**src/rtl/mult_share_arbiter.sv**
```systemverilog
// Round-robin arbiter that time-shares one fixed-latency signed multiplier among
// NUM_REQ requesters and returns each product with its requester id.
module mult_share_arbiter #(
    parameter int NUM_REQ = 4,
    parameter int DATA_W  = 32,
    parameter int LATENCY = 8,
    parameter int ID_W    = $clog2(NUM_REQ)
) (
    input  logic                        clk,
    input  logic                        rst,
    input  logic [NUM_REQ-1:0]          req_valid,
    input  logic [NUM_REQ*DATA_W-1:0]   req_a,
    input  logic [NUM_REQ*DATA_W-1:0]   req_b,
    output logic [NUM_REQ-1:0]          req_ready,
    output logic [DATA_W-1:0]           mult_a,
    output logic [DATA_W-1:0]           mult_b,
    input  logic [2*DATA_W-1:0]         mult_result,
    output logic                        resp_valid,
    output logic [ID_W-1:0]             resp_id,
    output logic [2*DATA_W-1:0]         resp_data,
    input  logic                        resp_ready,
    output logic                        busy
);

    localparam int CNT_W = (LATENCY > 1) ? $clog2(LATENCY) : 1;
    localparam logic [CNT_W-1:0] CNT_INIT = CNT_W'(LATENCY - 1);

    typedef enum logic [1:0] {
        IDLE,
        WAIT,
        RESP
    } state_t;

    state_t            state;
    state_t            state_next;
    logic [ID_W-1:0]   rr_ptr;
    logic [ID_W-1:0]   grant_id;
    logic [CNT_W-1:0]  counter;
    logic              found;
    logic [ID_W-1:0]   winner;
    logic              accept;
    logic              capture;
    logic              handshake;
    int                idx;

    // First valid requester at or above rr_ptr, wrapping around.
    always_comb begin
        found  = 1'b0;
        winner = '0;
        idx    = 0;
        for (int k = 0; k < NUM_REQ; k++) begin
            idx = (int'(rr_ptr) + k) % NUM_REQ;
            if (!found && req_valid[ID_W'(idx)]) begin
                found  = 1'b1;
                winner = ID_W'(idx);
            end
        end
    end

    always_ff @(posedge clk) begin
        if (rst) begin
            state <= IDLE;
        end else begin
            state <= state_next;
        end
    end

    always_comb begin
        state_next = state;
        req_ready  = '0;
        accept     = 1'b0;
        capture    = 1'b0;
        handshake  = 1'b0;
        case (state)
            IDLE: begin
                if (found && !rst) begin
                    req_ready[winner] = 1'b1;
                    accept            = 1'b1;
                    state_next        = WAIT;
                end
            end
            WAIT: begin
                if (counter == '0) begin
                    capture    = 1'b1;
                    state_next = RESP;
                end
            end
            RESP: begin
                if (resp_ready) begin
                    handshake  = 1'b1;
                    state_next = IDLE;
                end
            end
            default: state_next = IDLE;
        endcase
    end

    // Operands stay parked on the multiplier between transactions so its inputs never toggle idly.
    always_ff @(posedge clk) begin
        if (rst) begin
            rr_ptr     <= '0;
            grant_id   <= '0;
            counter    <= '0;
            mult_a     <= '0;
            mult_b     <= '0;
            resp_valid <= 1'b0;
            resp_id    <= '0;
            resp_data  <= '0;
        end else begin
            if (accept) begin
                mult_a   <= req_a[int'(winner)*DATA_W +: DATA_W];
                mult_b   <= req_b[int'(winner)*DATA_W +: DATA_W];
                grant_id <= winner;
                counter  <= CNT_INIT;
            end else if (state == WAIT && counter != '0) begin
                counter <= counter - 1'b1;
            end
            if (capture) begin
                resp_data  <= mult_result;
                resp_id    <= grant_id;
                resp_valid <= 1'b1;
            end
            // Pointer moves only on completion, so the finished requester drops to lowest priority.
            if (handshake) begin
                resp_valid <= 1'b0;
                rr_ptr     <= (grant_id == ID_W'(NUM_REQ - 1)) ? '0 : grant_id + 1'b1;
            end
        end
    end

    assign busy = (state != IDLE);

endmodule
```
**config.mk**
```make
export PLATFORM = sky130hd
export DESIGN_NAME = mult_share_arbiter
export DESIGN_NICKNAME = d
export VERILOG_FILES = /design/src/rtl/mult_share_arbiter.sv
export SDC_FILE = /design/constraint.sdc
export NUM_CORES = 1
export LEC_CHECK = 0
export ABC_AREA = 1
export BUFFER_PORTS_ARGS = -buffer_cell sky130_fd_sc_hd__buf_2
export CORE_AREA = 2 2 182 184
export DETAILED_ROUTE_END_ITERATION = 16
export DIE_AREA = 0 0 184 186
export PLACE_DENSITY_LB_ADDON = 0.1
export RECOVER_POWER = 50
export SYNTH_ARGS = -nofsm -noshare
export SYNTH_HDL_FRONTEND = slang
export SYNTH_SLANG_ARGS = --single-unit
```
**constraint.sdc**
```tcl
create_clock -name clk -period 3 [get_ports clk]
set_clock_uncertainty 0.05 [all_clocks]
set_input_delay 0.6 -clock clk [delete_from_list [all_inputs] [get_ports clk]]
set_output_delay 0.6 -clock clk [all_outputs]
set_load 0.01 [all_outputs]
```
======== Word-level counts from Yosys, hierarchy flattened ========
Index checks and enable logic that the tools add are counted.
cells by class
  mux-type cells .......................... 37
  equality and inequality tests ........... 6
  reduce and logical (&&, ||, !) cells .... 17
  shifts and indexed selects .............. 2
  $lt $le $gt $ge ......................... 6
  $add $sub $neg .......................... 5
operator list
  cell                   count
  $shiftx A128 B8 Y32    2
  $mux W1                19
  $lt A2 B4 Y1 const B   4
  $mux W2                8
  $bmux W1 S2            4
  $mux W4                2
  $logic_and A1 B1 Y1    6
  $mux W3                2
  $ne A2 B2 Y1 const B   3
  $pmux W2 S3            1
  $add A2 B1 Y2 const B  2
  $add A2 B2 Y2 const B  2
  $eq A2 B2 Y1 const B   2
  $logic_not A1 Y1       4
  $reduce_bool A2 Y1     2
  $logic_not A3 Y1       1
  $lt A2 B3 Y1 const B   1
  $reduce_and A3 Y1      1
  $reduce_bool A3 Y1     1
  $sub A3 B1 Y3 const B  1
  $demux W1 S2           1
  $eq A2 B1 Y1 const B   1
  $ge A2 B1 Y1 const B   1
  $logic_not A2 Y1       1
  $reduce_or A2 Y1       1
word-level totals
  register bits after elaboration ......... 140
  logic and storage cells ................. 82
  output and inout port bits .............. 136
  input bits .............................. 327

======== Depth between registers and ports, before layout ========
Gate-level depths: netlist (run 1).
  word-level depth ........................ 19
  mapped depth ............................ 16
  gate-level depth less buffers ........... 14

======== Least setup slack after synthesis (run 1) ========
OpenSTA, ideal clock, no wires.
  path type ............................... input -> output
  start point ............................. input req_valid[3]
  end point ............................... output req_ready[1]
  data required time ...................... 2.350 ns
  path buffers ............................ 2
  cell stages on the path ................. 11
  setup slack ............................. 0.443 ns
  data arrival time ....................... 1.907 ns
  cell sequence ........................... inv_1 -> nand2_1 -> nand3_1 -> nand2_2 -> nor2_4 -> nand3_2 -> nand2_4 -> nand2_4 -> buf_6 -> buf_2 -> nor3_1
on the way
  longest elaborated chain between the ends .. 19
  elaborated cells on any way between the ends .. 34
  classes of those cells .................. order compare (2); mux (24); reduce/logical (8)
RTL lines
  element                                                                    RTL line  source
  start, declared                                                            11        input logic [NUM_REQ-1:0] req_valid,
  $bmux W1 S2                                                                53        if (!found && req_valid[ID_W'(idx)]) begin
  $mux W1 (implied by the code) (2 in series)                                53
  $mux W1                                                                    53
  $logic_not A1 Y1                                                           53
  $logic_and A1 B1 Y1                                                        53
  $mux W1                                                                    53
  $logic_not A1 Y1                                                           53
  $logic_and A1 B1 Y1                                                        53
  [... 2 more ...]                                                           --
  $logic_and A1 B1 Y1                                                        53
  $mux W2                                                                    53
  $lt A2 B3 Y1 (implied by the code) / $ge A2 B1 Y1 (equally long branches)  77        req_ready[winner] = 1'b1;
  $logic_and A1 B1 Y1 (implied by the code)                                  77
  $mux W1 (implied by the code)                                              77
  $demux W1 S2                                                               77
  $mux W4 (*)                                                                76        if (found && !rst) begin
  $mux W4 (*)                                                                74        case (state)
  end, declared                                                              14        output logic [NUM_REQ-1:0] req_ready,
Every way passes the cells marked *; elsewhere a longest branch is shown, timed or not. The select of a mux whose other input is x is not followed.

======== Final worst setup path (run 1) ========
  start point ............................. register rr_ptr[0]
  end point ............................... output req_ready[3]
on the way
  longest elaborated chain between the ends .. 19
  elaborated cells on any way between the ends .. 37
  classes of those cells .................. add/sub (3); order compare (2); mux (24); reduce/logical (8)
RTL lines
  element                                                                 RTL line  source
  start, declared                                                         36        logic [ID_W-1:0] rr_ptr;
  start signal, assigned                                                  126       rr_ptr <= (grant_id == ID_W'(NUM_REQ - 1)) ? '0 : grant_id + 1'b1;
  parallel branches: the longest is 17 deep, another holds $add A2 B1 Y2  --
  $mux W4 (*)                                                             76
  $mux W4 (*)                                                             74
Every way passes the cells marked *. The select of a mux whose other input is x is not followed.

==> results of run 1 <==
[sequential cells by signal (all words and copies together), names as in the netlist]
register / flops
counter: 3
grant_id: 2
mult_a: 32
mult_b: 32
resp_data: 64
resp_id: 2
resp_valid: 1
rr_ptr: 2
state: 2
[power groups by stage]
stage | Sequential [W] | Combinational, W | Clock, W
floorplan | 0.00238 | 0.000815 | 0
global placement | 0.00228 | 0.00167 | 0
detailed placement | 0.00228 | 0.00167 | 0
CTS | 0.00224 | 0.00168 | 0.00226
global route | 0.00227 | 0.00180 | 0.00235
finish | 0.00224 | 0.00158 | 0.00219
[how the worst max path moves through the flow]
stage,start,endpoint,cells past startpoint
floorplan,req_valid[3],req_ready[1],11
global placement,req_valid[3],req_ready[1],10
detailed placement,req_valid[1],req_ready[1],10
CTS,rr_ptr[0]$_SDFFE_PP0P_,req_ready[1],10
global route,rr_ptr[0]$_SDFFE_PP0P_,req_ready[3],13
finish,rr_ptr[0]$_SDFFE_PP0P_,req_ready[3],13
[placed cells by master, fill, tap and decap left out, types with 3 or more instances in the layout]
| cell | count |
|---|---|
| nor2_1 | 143 |
| inv_8 | 6 |
| inv_1 | 207 |
| clkbuf_16 | 17 |
| nand2_1 | 265 |
| ha_1 | 3 |
| buf_4 | 19 |
| inv_6 | 6 |
| clkbuf_1 | 133 |
| o21ai_0 | 70 |
| or2_2 | 30 |
| a21oi_1 | 8 |
| nand3_1 | 295 |
| buf_2 | 329 |
| or2_1 | 36 |
| buf_12 | 4 |
| diode_2 | 5 |
| nor2_2 | 4 |
| dfxtp_1 | 138 |
[logic make-up after synthesis]
| family | after synthesis |
|---|---|
| and+or+nand+nor | 787 |
| AOI/OAI and AO/OA | 79 |
| buffers and inverters | 295 |
| DFF | 140 |
| adders and majority gates | 3 |
[per-layer routing]
| metal | share of wire (%) | track usage [%] |
|---|---|---|
| met5 | 0.022 | 0 |
| met4 | 1.4 | 5.38 |
| met1 | 42 | 21.0 |
| met3 | 6.3 | 4.42 |
| met2 | 50 | 32.6 |
[critical path, stage by stage (launching register included)]
cell and delay (ns):
dfxtp_2 0.35, buf_4 0.16, nand2_1 0.06, nand2_1 0.09, nand2_1 0.11, nand2_1 0.09, nor2_4 0.12, nand4_1 0.17
inv_1 0.11, nor2_2 0.06, nor2_2 0.10, inv_1 0.06, nor2_1 0.09, buf_2 0.17
[timing repair]
item                       CTS  global route
pin swaps                    0             0
setup endpoints to repair    1             4
resized for setup            2             5
hold buffers                 0             0
setup buffers                0             3
[metrics by stage]
step                      worst slack, ns  cells  setup TNS (ns)
after floorplan                     0.443   1304               0
after global placement              0.177   2110               0
after detailed placement            0.164   2110               0
after CTS                        -0.00544   2142        -0.00544
after global routing              0.00848   2148               0
final                               0.193   2150               0
[area by class of cell]
class,count,area [µm²]
Multi-Input combinational cell,869,4020
Timing Repair Buffer,486,2380
Fill cell,3712,21100
Antenna cell,5,12.5
Clock inverter,15,160
Inverter,210,788
Sequential cell,140,2810
Tap cell,408,510
Clock buffer,17,425
==> flow_metrics.env, run 1 <==
export IMPL_wl_per_cell_um=14.7
export IMPL_drt_iter0_markers=367
export IMPL_drv_slew=48
export IMPL_grt_usage_pct=18.0
export IMPL_p_seq_share_pct=37.3
export IMPL_cap_violations=1
export IMPL_fin_area_mm2=0.0111
export IMPL_grt_pass1_wl_mm=48.5
export IMPL_timing_hold_ws_ns=0.332
export IMPL_start_util_pct=24.8
export IMPL_antenna_found_initial=4
export IMPL_clkLatencyLatePin_ns=0.43
export IMPL_clock_root_buffer="clkbuf_16"
export IMPL_rr_worst_depth=13
export IMPL_drive_gt1_share_pct=24.9
export IMPL_hpwl_mm=23.3
export IMPL_reg2reg_from="rr_ptr[0]$_SDFFE_PP0P_"
export IMPL_grt_pass1_vias=9159
export IMPL_synthesis_area_mm2=0.00798
export IMPL_switching_share_pct=36.2
export IMPL_synthXorXnorAreaFrac_pct=0
export IMPL_cts_sinks=140
export IMPL_die_y_um=186
export IMPL_switchingPower_w=0.00218
export IMPL_synth_compound_area_share_pct=4.96
export IMPL_core_mm2=0.0322
export IMPL_synthMuxAreaShare_pct=0
export IMPL_rsz0062_at_grt="false"
export IMPL_synth_top_area_share_pct=35.1
export IMPL_fmax_mhz=356
export IMPL_die_area_mm2=0.0342
export IMPL_finalWeightedCongestion=0.817
export IMPL_comb_power_share_pct=26.3
export IMPL_drtPass1Iterations=7
export IMPL_ys_flop_type="dfxtp_1"
export IMPL_grt_overflow_total=0
export IMPL_avgSynthCellArea_um2=6.12
export IMPL_clockBufferDepth=2
export IMPL_syn_nets=1634
export IMPL_violations="capacitance limit, slew limit"
export IMPL_synth_edf_count=0
export IMPL_fp_row_count=66
export IMPL_finalCritPeriodShare_pct=93.6
export IMPL_worst_pin_slew_ns=1.54
export IMPL_yosysSeqAreaShare_pct=35.1
export IMPL_hold_viol=0
export IMPL_yosysWarnings=0
export IMPL_final_min_clock_period_ns=2.81
export IMPL_whs_endpoint="resp_data[20]$_SDFFE_PP0P_"
export IMPL_internal_power_w=0.00384
export IMPL_hp_start="mult_result[20]"
export IMPL_fin_util_pct=34.5
export IMPL_syn_to_final_growth_pct=39.2
export IMPL_vias_per_cell=4.39
export IMPL_required_ns=2.35
export IMPL_yosys_area_top_type="dfxtp_1"
export IMPL_netlist_instances=1304
export IMPL_synth_distinct_cells=26
export IMPL_async_flop_share_pct=0
export IMPL_drc_errors=0
export IMPL_synth_top_family_by_area="simple AND/OR/NAND/NOR gates"
export IMPL_synth_commonest_cells="nand3_1, nand2_1, inv_1"
export IMPL_ios=463
export IMPL_end_kind="output pin"
export IMPL_fin_nets=2054
export IMPL_relSlewSlack_pct=-2.50
export IMPL_placed_cell_area_mm2=0.0106
export IMPL_synth_fa_ha_area_share_pct=0.471
export IMPL_setup_viol=0
export IMPL_p_leak_nw=6.16
export IMPL_die_w_um=184
export IMPL_cp_start_kind="flip-flop"
export IMPL_num_vias=9440
export IMPL_cp_max_fo=7
export IMPL_status="finished with violations"
export IMPL_worstSetupPathType="flip-flop to output pin"
export IMPL_r2r_end="mult_a[8]$_SDFFE_PP0P_"
export IMPL_io_buffers=462
export IMPL_power_w=0.00602
export IMPL_path_clk_slew_ns=0.08
export IMPL_routed_wl_mm=31.6
export IMPL_cts_buffers=17
export IMPL_arrival_ns=2.16
export IMPL_peakVddDrop_mv=0.319
export IMPL_synthTopCellsByArea="dfxtp_1, nand3_1, nand2_1"
export IMPL_yosys_area_share_simple_pct=44.5
export IMPL_ff2ff_setup_slack_ns=0.56
export IMPL_ys_ff_latch=140
export IMPL_cts_max_level=4
export IMPL_cts_tree="yes"
export IMPL_p_clk_share_pct=36.4
export IMPL_hold_path_class="input pin to flip-flop"
export IMPL_p_per_area_mw_per_mm2=542
export IMPL_hold_path_depth=3
export IMPL_ant_nets=0
export IMPL_synth_most_common_cell="nand3_1"
export IMPL_grt_max_degree=106
(Power assumes the default switching activity.)
==> run 2, diff against run 1 <==
--- a/config.mk
+++ b/config.mk
@@ -5,11 +5,10 @@
 export SDC_FILE = /design/constraint.sdc
 export NUM_CORES = 1
 export LEC_CHECK = 0
-export ABC_AREA = 1
 export BUFFER_PORTS_ARGS = -buffer_cell sky130_fd_sc_hd__buf_2
-export CORE_AREA = 2 2 182 184
+export CORE_AREA = 2 2 179 181
 export DETAILED_ROUTE_END_ITERATION = 16
-export DIE_AREA = 0 0 184 186
+export DIE_AREA = 0 0 181 183
 export PLACE_DENSITY_LB_ADDON = 0.1
 export RECOVER_POWER = 50
 export SYNTH_ARGS = -nofsm -noshare
==> run 2 against run 1 <==
Effect of this change:
- sequential share of layout area up 4.2 points
- core utilization shrank 4.0 points
- first-iteration DRC count fell by 41%
- flip-flop and latch count stayed put
- register-to-register slack better by 0.08 ns
- critical path type unchanged
- worst hold slack gained 0.014 ns
- via count fell by 27%
- area after synthesis fell by 19%
- critical path depth fell by 8
- setup slack gained 0.16 ns
- routed wire length shrank 13%
- global-route usage is 2.4 points lower
- the run now ends clean
- largest power group is now the clock network
==> flow_metrics.env, run 2 <==
export IMPL_status="complete, no violations"
export IMPL_regMostFlops="resp_data"
export IMPL_arrival_ns=1.99
export IMPL_ys_ff_latch=140
export IMPL_core_mm2=0.0312
export IMPL_routed_wl_mm=27.3
export IMPL_cts_sinks=140
export IMPL_hold_path_depth=3
export IMPL_io_buffers=462
export IMPL_required_ns=2.35
export IMPL_r2r_end="resp_data[60]$_SDFFE_PP0P_"
export IMPL_clkLatencyLatePin_ns=0.42
export IMPL_p_per_area_mw_per_mm2=569
export IMPL_drt_iter0_markers=217
export IMPL_drtPass1Iterations=4
export IMPL_cts_tree="yes"
export IMPL_hold_viol=0
export IMPL_fin_tns_setup_ns=0
export IMPL_synth_most_common_cell="nand2_1"
export IMPL_synth_edf_count=0
export IMPL_relSlewSlack_pct=1.81
export IMPL_slowest_delay_ns=0.55
export IMPL_hpwl_mm=20.4
export IMPL_whs_endpoint="resp_data[13]$_SDFFE_PP0P_"
export IMPL_ys_flop_type="dfxtp_1"
export IMPL_die_w_um=181
export IMPL_cp_start_kind="flip-flop"
export IMPL_p_leak_nw=4.51
export IMPL_fin_area_mm2=0.00950
export IMPL_end_kind="output pin"
export IMPL_start_util_pct=20.7
export IMPL_drv_slew=0
export IMPL_layout_commonest_cell="buf_2"
export IMPL_async_flop_share_pct=0
export IMPL_synth_commonest_cells="nand2_1, dfxtp_1, mux2i_1"
export IMPL_peakVddDrop_mv=0.289
export IMPL_antenna_found_initial=2
export IMPL_clockBufferDepth=2
export IMPL_synthTopCellsByArea="dfxtp_1, mux2i_1, nand2_1"
export IMPL_synth_top_area_share_pct=43.4
export IMPL_yosysWarnings=0
export IMPL_cts_resized_gates=0
export IMPL_die_y_um=183
export IMPL_power_w=0.00541
export IMPL_num_vias=6848
export IMPL_timing_hold_ws_ns=0.346
export IMPL_largest_reg_flops=64
export IMPL_finalCritPeriodShare_pct=88.1
export IMPL_hold_path_class="input pin to flip-flop"
export IMPL_fp_row_count=65
export IMPL_path_clk_slew_ns=0.09
export IMPL_slowest_stage="or4b_1"
export IMPL_placed_cell_area_mm2=0.00907
export IMPL_die_area_mm2=0.0331
export IMPL_cts_max_level=4
export IMPL_fmax_mhz=378
export IMPL_setup_viol=0
export IMPL_grt_overflow_total=0
export IMPL_hp_start="mult_result[13]"
export IMPL_ant_nets=0
export IMPL_cts_buffers=17
export IMPL_fin_nets=1480
export IMPL_worst_pin_slew_ns=1.47
export IMPL_final_cell_mix="buf_2, nand2_1, dfxtp_1, clkbuf_1, mux2i_1"
export IMPL_finalWeightedCongestion=0.755
export IMPL_biggestRegsByFlops="resp_data: 64 flops, mult_a: 32 flops, mult_b: 32 flops"
export IMPL_cp_cell_sequence="nor2b_1 -> or4b_1 -> and2_4 -> and3_1 -> buf_2"
export IMPL_grt_pass1_vias=6667
export IMPL_yosys_area_top_type="dfxtp_1"
export IMPL_drive_gt1_share_pct=32.9
export IMPL_yosysSeqAreaShare_pct=43.4
export IMPL_wl_per_cell_um=17.4
export IMPL_cap_violations=0
export IMPL_final_min_clock_period_ns=2.64
export IMPL_post_cts_buffers=0
export IMPL_syn_nets=1044
export IMPL_synth_distinct_cells=32
export IMPL_vias_per_cell=4.37
export IMPL_grt_usage_pct=15.7
export IMPL_syn_to_final_growth_pct=47.3
export IMPL_synthesis_area_mm2=0.00645
export IMPL_ios=463
export IMPL_hold_buffers=0
export IMPL_cp_max_fo=7
export IMPL_grt_pass1_wl_mm=40.1
export IMPL_drc_errors=0
export IMPL_grt_max_degree=68
export IMPL_worstSetupPathType="flip-flop to output pin"
export IMPL_ff2ff_setup_slack_ns=0.64
export IMPL_avgSynthCellArea_um2=9.04
export IMPL_reg2reg_from="counter[0]$_SDFFE_PP0P_"
export IMPL_netlist_instances=714
export IMPL_rsz0062_at_grt="false"
export IMPL_clock_root_buffer="clkbuf_16"
export IMPL_rr_worst_depth=7
-- run 2: cell count changes in the layout (fill, tap and decap cells not counted), sizes merged, moves of 3 or more --
cell	previous run	this run
a21oi	8	73
diode	5	2
mux2i	0	129
o21ai	71	1
nand3	297	0
o221ai	0	64
inv	221	12
nor2b	0	5
nor2	148	13
nand2	270	204
clkinv	3	7
buf	353	344
or2	66	0
-- run 2: worst max-delay path: cells and delay by family, from the launching register on --
family | cells | cell delay, ns
buffers and inverters | 1 | 0.15
flip-flops | 1 | 0.37
AND/OR/NAND/NOR | 4 | 1.06
-- run 2: cell type report --
cell class / count / area (µm²)
antenna: 2 / 5.00
clock inverter: 15 / 186
inverter: 4 / 15.0
fill: 3534 / 21700
multi-input combinational: 511 / 3270
timing repair buffer: 476 / 2300
clock buffer: 17 / 425
sequential: 140 / 2800
tap: 402 / 503
-- run 2: worst max path at each step --
stage	from	to	slack, ns	cells after the start
final	rr_ptr[0]$_SDFFE_PP0P_	req_ready[2]	0.36	5
after floorplan	req_valid[2]	req_ready[2]	0.34	7
after global placement	req_valid[2]	req_ready[2]	0.37	6
after global routing	rr_ptr[0]$_SDFFE_PP0P_	req_ready[2]	0.22	5
after detailed placement	req_valid[1]	mult_b[11]$_SDFFE_PP0P_	0.37	7
after CTS	rr_ptr[0]$_SDFFE_PP0P_	req_ready[2]	0.31	5
-- run 2: metrics by stage --
| step | instances | worst slack [ns] | utilization [%] |
|---|---|---|---|
| finish | 1567 | 0.357 | 30.4 |
| global route | 1567 | 0.221 | 30.4 |
| CTS | 1565 | 0.307 | 31.0 |
| detailed placement | 1533 | 0.367 | 29.0 |
| global placement | 1533 | 0.366 | 29.0 |
| floorplan | 714 | 0.344 | - |
-- run 2: report_power, final --
group	switching, W	total, W	internal (W)
Combinational	0.000613	0.00109	0.000474
Clock	0.00105	0.00219	0.00114
Sequential	0.0000920	0.00213	0.00203
Total	0.00176	0.00541	0.00365
-- run 2: metal layers --
layer / share of wire, % / track usage, % / vias up
li1: - / - / 3410
met1: 42 / 18.9 / 3134
met2: 49 / 26.7 / 281
met3: 7.7 / 5.08 / 23
met4: 1.6 / 4.49 / 0
met5: 0 / 0 / -
-- run 2: kinds of logic after synthesis --
logic type	synth area share (%)
and+or+nand+nor	14.6
AOI/OAI and AO/OA	15.0
DFF	43.4
adders and majority gates	0.582
xor gates and xnor gates	0.272
buffers and inverters	6.15
muxes	20.0
==> run 3, diff against run 2 <==
--- a/config.mk
+++ b/config.mk
@@ -6,9 +6,11 @@
 export NUM_CORES = 1
 export LEC_CHECK = 0
 export BUFFER_PORTS_ARGS = -buffer_cell sky130_fd_sc_hd__buf_2
-export CORE_AREA = 2 2 179 181
+export CELL_PAD_IN_SITES_DETAIL_PLACEMENT = 1
+export CELL_PAD_IN_SITES_GLOBAL_PLACEMENT = 2
+export CORE_AREA = 2 2 181 183
 export DETAILED_ROUTE_END_ITERATION = 16
-export DIE_AREA = 0 0 181 183
+export DIE_AREA = 0 0 183 185
 export PLACE_DENSITY_LB_ADDON = 0.1
 export RECOVER_POWER = 50
 export SYNTH_ARGS = -nofsm -noshare
==> run 3 against run 2 <==
Effect of this change:
- the run now ends with capacitance limit, slew limit left
- routed wire length grew 8.6%
- sequential power about the same
- clock power rose by 11%
- cell area rose by 0.37%
- core utilization shrank 0.66 points
- flip-flop and latch count did not move
==> flow_metrics.env, run 3 (synthesis results as in run 2) <==
export IMPL_arrival_ns=2.02
export IMPL_clkLatencyLatePin_ns=0.42
export IMPL_grt_overflow_total=0
export IMPL_wl_per_cell_um=18.9
export IMPL_switchingPower_w=0.00164
export IMPL_drt_iter0_markers=186
export IMPL_clockBufferDepth=2
export IMPL_syn_to_final_growth_pct=47.9
export IMPL_clock_root_buffer="clkbuf_16"
export IMPL_internal_power_w=0.00402
export IMPL_hold_path_class="input pin to flip-flop"
export IMPL_die_y_um=185
export IMPL_drtPass1Iterations=4
export IMPL_worstSetupPathType="flip-flop to output pin"
export IMPL_grt_usage_pct=16.8
export IMPL_fillers=3945
export IMPL_vias_per_cell=4.40
export IMPL_required_ns=2.35
export IMPL_fmax_mhz=375
export IMPL_cts_resized_gates=0
export IMPL_peakVddDrop_mv=0.338
export IMPL_grt_pass1_wl_mm=42.9
export IMPL_cts_max_level=4
export IMPL_final_min_clock_period_ns=2.67
export IMPL_fin_area_mm2=0.00954
export IMPL_multiInputGateArea_mm2=0.00327
export IMPL_core_mm2=0.0320
export IMPL_cts_tree="yes"
export IMPL_rsz0062_at_grt="false"
export IMPL_p_per_area_mw_per_mm2=593
export IMPL_final_cell_mix="buf_2, nand2_1, dfxtp_1, clkbuf_1, mux2i_1"
export IMPL_end_kind="output pin"
export IMPL_ff_latch_area_mm2=0.00280
export IMPL_grt_pass1_vias=7043
export IMPL_switching_share_pct=29.0
export IMPL_p_seq_share_pct=37.6
export IMPL_relSlewSlack_pct=-1.02
export IMPL_hold_viol=0
export IMPL_die_area_mm2=0.0339
export IMPL_cap_violations=1
export IMPL_die_w_um=183
export IMPL_routed_wl_mm=29.7
export IMPL_cts_buffers=17
export IMPL_cts_sinks=140
export IMPL_layout_commonest_cell="buf_2"
export IMPL_biggestRegsByFlops="resp_data: 64 flops, mult_a: 32 flops, mult_b: 32 flops"
export IMPL_dpl_worst_slack_ns=0.313
export IMPL_violations="capacitance limit, slew limit"
export IMPL_status="finished with violations"
export IMPL_fin_tns_setup_ns=0
export IMPL_drive_gt1_share_pct=32.7
export IMPL_cp_start_kind="flip-flop"
export IMPL_worst_pin_slew_ns=1.52
export IMPL_cp_max_fo=13
export IMPL_fp_row_count=66
export IMPL_drv_slew=68
export IMPL_p_clk_share_pct=43.0
export IMPL_setup_viol=0
export IMPL_grt_max_degree=70
export IMPL_regMostFlops="resp_data"
export IMPL_comb_power_share_pct=19.4
export IMPL_ios=463
export IMPL_p_leak_nw=4.51
export IMPL_fin_ws_ns=0.330
export IMPL_hpwl_mm=22.1
export IMPL_drc_errors=0
export IMPL_start_util_pct=20.1
export IMPL_finalCritPeriodShare_pct=89.0
export IMPL_io_buffers=462
export IMPL_num_vias=6919
export IMPL_finalWeightedCongestion=0.744
export IMPL_path_clk_slew_ns=0.07
export IMPL_largest_reg_flops=64
export IMPL_placed_cell_area_mm2=0.00906
export IMPL_post_cts_buffers=0
export IMPL_ant_nets=0
export IMPL_hold_buffers=0
export IMPL_fin_nets=1478
export IMPL_antenna_found_initial=6
run 3: layout make-up:
type                       instances  share of cell area (%)
antenna                            3                  0.0787
timing repair buffer             474                    24.0
sequential                       140                    29.4
tap                              408                    5.35
multi-input combinational        511                    34.2
inverter                           4                   0.157
clock inverter                    12                    2.19
clock buffer                      19                    4.64
run 3: path summary, 6_finish.rpt:
check	start	to	slack, ns	depth (start not counted)
worst min register to register	resp_data[55]$_SDFFE_PP0P_	resp_data[55]$_SDFFE_PP0P_	0.40	2
worst min-delay path	mult_result[2]	resp_data[2]$_SDFFE_PP0P_	0.35	3
worst max register to register	counter[0]$_SDFFE_PP0P_	resp_data[44]$_SDFFE_PP0P_	0.56	7
worst max-delay path	rr_ptr[0]$_SDFFE_PP0P_	req_ready[2]	0.33	5
run 3: through the flow:
stage | total power (W) | hold WS (ns) | util (%) | std cells
2_1_floorplan | 0.00277 | 0.399 | - | 714
3_3_place_gp | 0.00333 | 0.388 | 28.3 | 1537
3_5_place_dp | 0.00334 | 0.395 | 28.3 | 1537
4_1_cts | 0.00583 | 0.328 | 30.3 | 1568
5_1_grt | 0.00596 | 0.339 | 29.8 | 1571
6_report | 0.00565 | 0.355 | 29.8 | 1571
run 3: critical path: stages, from the launching register on:
cell,delay [ns]
dfxtp_1,0.36
nor2b_1,0.07
or4b_1,0.54
and2_4,0.28
and3_1,0.20
buf_2,0.15
run 3: power groups by stage:
| stage | logic (W) | clock network [W] | registers [W] |
|---|---|---|---|
| final | 0.00109 | 0.00243 | 0.00213 |
| after global routing | 0.00122 | 0.00259 | 0.00215 |
| after CTS | 0.00118 | 0.00253 | 0.00212 |
| after detailed placement | 0.00117 | 0 | 0.00217 |
| after global placement | 0.00117 | 0 | 0.00216 |
| after floorplan | 0.000536 | 0 | 0.00224 |
run 3: metal layers:
layer / part of all wire [%] / up-vias / GRT usage [%] / wire (µm)
met2: 51 / 262 / 29.8 / 15100
met4: 1.3 / 6 / 4.67 / 378
met3: 8.7 / 25 / 6.55 / 2590
met5: 0.14 / - / 0 / 42
li1: - / 3400 / - / -
met1: 39 / 3226 / 18.6 / 11600
